--- src/rtl/pp_accumulator.sv ---
// Partial-product accumulator: latches WIDTH partial products and sums them PP_PER_CYCLE
// per cycle into a 2*WIDTH-bit product. Define PP_ACC_CSA_EN for the carry-save variant.
module pp_accumulator #(
   parameter int WIDTH        = 16,
   parameter int PP_PER_CYCLE = 4
) (
   input  logic                     clk,
   input  logic                     rst_n,
   input  logic                     in_valid,
   output logic                     in_ready,
   input  logic [WIDTH*2*WIDTH-1:0] pp_flat,
   output logic                     out_valid,
   input  logic                     out_ready,
   output logic [2*WIDTH-1:0]       product,
   output logic                     busy
);

   localparam int PW       = 2 * WIDTH;
   localparam int N_GROUPS = WIDTH / PP_PER_CYCLE;
   localparam int IDXW     = (N_GROUPS > 1) ? $clog2(N_GROUPS) : 1;

   typedef enum logic [1:0] {S_IDLE, S_ACCUM, S_FINAL, S_DONE} state_t;

   state_t                      r_state;
   logic [WIDTH-1:0][PW-1:0]    r_pp;
   logic [IDXW-1:0]             r_idx;
   logic [PW-1:0]               r_product;
   logic                        r_in_ready;
   logic                        r_out_valid;
   logic                        r_busy;
   logic                        w_last;

   assign in_ready  = r_in_ready;
   assign out_valid = r_out_valid;
   assign product   = r_product;
   assign busy      = r_busy;
   assign w_last    = (r_idx == IDXW'(N_GROUPS - 1));

`ifdef PP_ACC_CSA_EN
   logic [PW-1:0] r_sum, r_carry;
   logic [PW-1:0] w_sum, w_carry, w_cn;

   // The current group always sits in the low PP_PER_CYCLE slots; fold it in with a 3:2 chain.
   always_comb begin
      w_sum   = r_sum;
      w_carry = r_carry;
      w_cn    = '0;
      for (int j = 0; j < PP_PER_CYCLE; j++) begin
         w_cn    = ((w_sum & w_carry) | (w_sum & r_pp[j]) | (w_carry & r_pp[j])) << 1;
         w_sum   = w_sum ^ w_carry ^ r_pp[j];
         w_carry = w_cn;
      end
   end
`else
   logic [PW-1:0] r_acc;
   logic [PW-1:0] w_acc_nxt;

   always_comb begin
      w_acc_nxt = r_acc;
      for (int j = 0; j < PP_PER_CYCLE; j++)
         w_acc_nxt = w_acc_nxt + r_pp[j];
   end
`endif

   always_ff @(posedge clk or negedge rst_n) begin
      if (!rst_n) begin
         r_state     <= S_IDLE;
         r_pp        <= '0;
         r_idx       <= '0;
         r_product   <= '0;
         r_in_ready  <= 1'b1;
         r_out_valid <= 1'b0;
         r_busy      <= 1'b0;
`ifdef PP_ACC_CSA_EN
         r_sum       <= '0;
         r_carry     <= '0;
`else
         r_acc       <= '0;
`endif
      end else begin
         case (r_state)
            S_IDLE: begin
               if (in_valid) begin
                  r_pp       <= pp_flat;
                  r_idx      <= '0;
`ifdef PP_ACC_CSA_EN
                  r_sum      <= '0;
                  r_carry    <= '0;
`else
                  r_acc      <= '0;
`endif
                  r_in_ready <= 1'b0;
                  r_busy     <= 1'b1;
                  r_state    <= S_ACCUM;
               end
            end
            S_ACCUM: begin
               // Shift consumed terms out so the next group lands in the low slots.
               r_pp  <= r_pp >> (PP_PER_CYCLE * PW);
               r_idx <= r_idx + IDXW'(1);
`ifdef PP_ACC_CSA_EN
               r_sum   <= w_sum;
               r_carry <= w_carry;
               if (w_last)
                  r_state <= S_FINAL;
`else
               r_acc <= w_acc_nxt;
               if (w_last) begin
                  r_product   <= w_acc_nxt;
                  r_out_valid <= 1'b1;
                  r_state     <= S_DONE;
               end
`endif
            end
`ifdef PP_ACC_CSA_EN
            S_FINAL: begin
               r_product   <= r_sum + r_carry;
               r_out_valid <= 1'b1;
               r_state     <= S_DONE;
            end
`endif
            S_DONE: begin
               if (out_ready) begin
                  r_out_valid <= 1'b0;
                  r_in_ready  <= 1'b1;
                  r_busy      <= 1'b0;
                  r_state     <= S_IDLE;
               end
            end
            default: begin
               r_out_valid <= 1'b0;
               r_in_ready  <= 1'b1;
               r_busy      <= 1'b0;
               r_state     <= S_IDLE;
            end
         endcase
      end
   end

endmodule

--- config.mk ---
export PLATFORM = sky130hd
export DESIGN_NAME = pp_accumulator
export DESIGN_NICKNAME = d
export VERILOG_FILES = /design/src/rtl/pp_accumulator.sv
export SDC_FILE = /design/constraint.sdc
export NUM_CORES = 1
export LEC_CHECK = 0
export ABC_AREA = 1
export CAP_MARGIN = 20
export CORE_MARGIN = 5
export CORE_UTILIZATION = 48
export CTS_CLUSTER_DIAMETER = 30
export CTS_CLUSTER_SIZE = 25
export DETAILED_ROUTE_END_ITERATION = 7
export GPL_TIMING_DRIVEN = 1
export PLACE_DENSITY = 0.76
export SLEW_MARGIN = 10
export SYNTH_ARGS = -nofsm -noshare
export SYNTH_HDL_FRONTEND = slang
export SYNTH_SLANG_ARGS = --single-unit
--- constraint.sdc ---
create_clock -name clk -period 3.4 [get_ports clk]
set_clock_uncertainty 0.05 [all_clocks]
set_input_delay 0.34 -clock clk [delete_from_list [all_inputs] [get_ports clk]]
set_output_delay 0.34 -clock clk [all_outputs]
set_load 0.05 [all_outputs]
==> results.md <==
* Setup TNS Final at -5600 ps
* Wire length per cell at between 20 and 25 um
* Post-DP HPWL at just under 80 mm
* Clk_lat worst skew at between 700 and 800 ps
* Die height at around 260 um
* Hold Path Class: in -> reg
* GRT overflow at 0
* Post-layout util at approximately 69%
* Row Count at between 90 and 100
* Initial antenna violation count at 40
* CP cell instances: inv_2, fa_1, inv_2, fa_1, inv_1, fa_1, inv_1, ha_4, nand3_1, nand3_2, nand2_2, nand2_4, nand2_1, nand2_1, nor2_1, nand3b_1, o21ai_1
* Initial core utilization at 48.3%
* Hold_sp: pp_flat[490]
* CTS H-tree depth at 4
* Routed Wire Length at 110 mm
* Failing checks: setup timing
* Final setup violation count at 50
* Ys Warns at 0
* Compound-cell area share of the yosys netlist at between 10% and 20%
* Die area at between 60,000 and 70,000 um2
* Sequential area share after synthesis at between 40% and 50%
* Layout cells sized above 1 at a little under a fifth
* Post-Synth Adder-Cell Area at under 10%
* Worst-Margin Slew at 865 ps
* Clock Path Buffers at 3
* Max Freq at roughly 270 MHz
* Die X at 264 um
* Ports at roughly 550
* Hold path depth at 3
* Pin count of the biggest net entering global routing at 144
* Run status: finished with violations
* Max_slew headroom at approximately 42%
* Mux share of post-synthesis cell area at 0%
* Max-slew violations at 0
* Reg2reg path depth at 17
* Final period util at 107%
* Synthesis-to-finish area growth at 43.6%
* Top post-synthesis cells by area: dfrtp_1 (47%), nand2_1 (10%), inv_1 (9.3%), o211ai_1 (7.1%), o21ai_0 (6.3%)
* Port-buffer cells at 550
* Crit end category: flip-flop
* Slowest-stage cell, CP: fa_1
* Post-synthesis share of cell area spent on xor and xnor gates at less than 1%
* Largest family of logic cells by synthesized area: compound AO/OA/AOI/OAI gates
* Gr usage total at a little under a third
* Synth top area share at 47.0%
* Final worst setup slack at -251 ps
* Core area at 64,200 um2
* Routability-driven placement congestion ratio at roughly 0.92
* WS Path Type: reg -> reg
* Startpoint types: flip-flop
* Root Driver: clkbuf_16
* WHS Endpoint: r_pp[490]
* FF+latch count, synth at about 580
* Period minus WS final at 3650 ps
* Hold Vio Cnt, Final at 0
* Worst path most repeated cell: fa_1
* Area leader, netlist: dfrtp_1
* Flop2flop setup slack at -250 ps
* Clk sink count at approximately 580
* R2R Path End: r_acc[16]
* R2r startpoint: r_pp[66]
* DRT antenna net count at 0
* CP Max Fanout at 3
* Worst path max stage delay at ~580 ps
* CTS tree: built
* Synth Area in Simple Gates at 12.6%
* Req. time, crit path at 3900 ps
* Placed Cells at 5,031
* First-pass GRT wire length at roughly 160 mm
* Synth Instances at approximately 3.7k
* WP data arrival at roughly 4200 ps
* Non-Filler Instances at approximately 5.3k
* Maxcap violations at 0
* Vias per cell at around 5.3
* Vias in the first global route at approximately 28k
* Net Count, Synth at ~4.3k
* Final nets at about 5k
* 1st-pass router iterations at 6
* Unrepaired setup endpoints after global routing: true
* Mapped Area at 31,000 um2
* DR iter-0 viols at about 2.5k
* # DRC at 0
* Worst-path clk slew at about 40 ps
* Avg Inst Size Synth at between 8 and 9 um2
* Detailed-route via count at between 20k and 30k
* Num CTS Buffers at between 100 and 150
* Synth unique cells at 36
-- cells in the mapped netlist (all sizes together) --
master  instances
or2             4
o21bai          4
and2            3
o211ai        342
o21ai         581
xor2            6
nand3b          3
inv           769
ha             33
nor3            8
nand3          69
nand4           5
a21oi          23
clkbuf         25
a22o            1
dfstp           1
xnor2          12
o22ai           7
fa             92
nand2         868
dfrtp         582
nor2           40
buf           187
-- how the worst max path moves through the flow --
stage	from	end	cells past startpoint
3_5_place_dp	r_pp[23]	product[26]	18
2_1_floorplan	r_pp[33]	r_acc[17]	18
6_report	r_pp[66]	r_acc[16]	17
4_1_cts	r_pp[20]	r_acc[31]	18
3_3_place_gp	r_pp[23]	product[26]	18
5_1_grt	r_pp[70]	product[14]	17
-- layout by cell type (no fill, tap or decap), types with 5 or more instances in the layout --
| cell type | synthesis | layout |
|---|---|---|
| nand3_4 | 0 | 9 |
| a21oi_2 | 0 | 11 |
| o21ai_1 | 191 | 204 |
| inv_2 | 2 | 63 |
| xnor2_2 | 0 | 6 |
| nor2_2 | 1 | 12 |
| a21oi_1 | 23 | 6 |
| nand3_1 | 69 | 32 |
| fa_1 | 92 | 91 |
| nor2_1 | 38 | 13 |
| o22ai_1 | 7 | 6 |
| ha_4 | 0 | 28 |
| o21ai_0 | 390 | 376 |
| inv_4 | 0 | 6 |
| clkinv_2 | 0 | 21 |
| buf_6 | 31 | 14 |
| inv_1 | 767 | 699 |
| bufinv_16 | 0 | 15 |
| clkbuf_16 | 0 | 137 |
| xnor2_1 | 12 | 5 |
| nor3_4 | 0 | 5 |
| buf_4 | 7 | 164 |
| clkbuf_8 | 0 | 23 |
| clkbuf_1 | 22 | 13 |
| a21oi_4 | 0 | 6 |
| nand2_2 | 3 | 74 |
| clkinvlp_4 | 0 | 15 |
| dfrtp_1 | 582 | 582 |
| clkdlybuf4s50_1 | 0 | 549 |
| inv_6 | 0 | 9 |
| nand3_2 | 0 | 28 |
| nor2_4 | 1 | 15 |
| buf_12 | 0 | 15 |
| o211ai_2 | 50 | 50 |
| diode_2 | 0 | 30 |
| nand4_1 | 5 | 5 |
| nand2_4 | 0 | 51 |
| nand2_8 | 0 | 5 |
| nand2_1 | 865 | 738 |
| o211ai_1 | 292 | 292 |
-- final cells by class --
| cell class | count | area, um2 |
|---|---|---|
| Antenna cell | 30 | 75.1 |
| Clock buffer | 173 | 3790 |
| Clock inverter | 70 | 942 |
| Fill cell | 4720 | 19700 |
| Inverter | 769 | 2910 |
| Multi-Input combinational cell | 2101 | 13900 |
| Sequential cell | 583 | 14600 |
| Tap cell | 855 | 1070 |
| Timing Repair Buffer | 744 | 7210 |
-- registers in the layout (all words and copies together), names as in the netlist --
signal	count
product	32
out_valid	1
r_state	2
busy	1
in_ready	1
r_idx	2
r_pp	512
r_acc	32
-- per-stage QoR --
step	cell area (um2)	hold slack (ps)	worst slack, ps
after floorplan	31000	-5.59	22.8
after global placement	37800	333	-191
after detailed placement	37800	331	-288
after CTS	43300	94.4	-27.6
after global routing	44500	124	-292
final	44500	137	-251
-- per-layer routing --
metal	vias up	GRT usage (%)	share of wire [%]
met2	1189	48.0	48
met3	357	7.19	7.2
li1	13100	-	-
met5	-	0	0.057
met1	13600	38.7	39
met4	12	15.0	5.9
-- logic make-up (layout without fill, tap and decap cells) --
logic type | after synthesis | after routing
other | 0 | 30
flip-flops | 583 | 583
buffers and inverters | 981 | 1756
XOR/XNOR | 18 | 18
AND/OR/NAND/NOR | 1000 | 1000
AO/OA/AOI/OAI | 958 | 958
adder cells (fa/ha/maj) | 125 | 125
-- timing repair --
item / in CTS / in global routing
hold buffers: 1 / 0
endpoints found under the setup margin: 48 / 54
gates resized for setup: 155 / 300
endpoints found under the hold margin: 67 / 0
buffers inserted: 8 / 13
pin swaps: 30 / 88
-- worst max-delay path: cells and delay by family (launching register included) --
| family | cells | cell delay [ps] |
|---|---|---|
| adders and majority gates | 4 | 1800 |
| buffers and inverters | 4 | 240 |
| AOI/OAI and AO/OA | 1 | 90 |
| DFF | 1 | 330 |
| and+or+nand+nor | 8 | 990 |
Power is left out: the tool's default activity adds up to more than one toggle a clock period on the data nets, which glitch-free logic cannot reach.
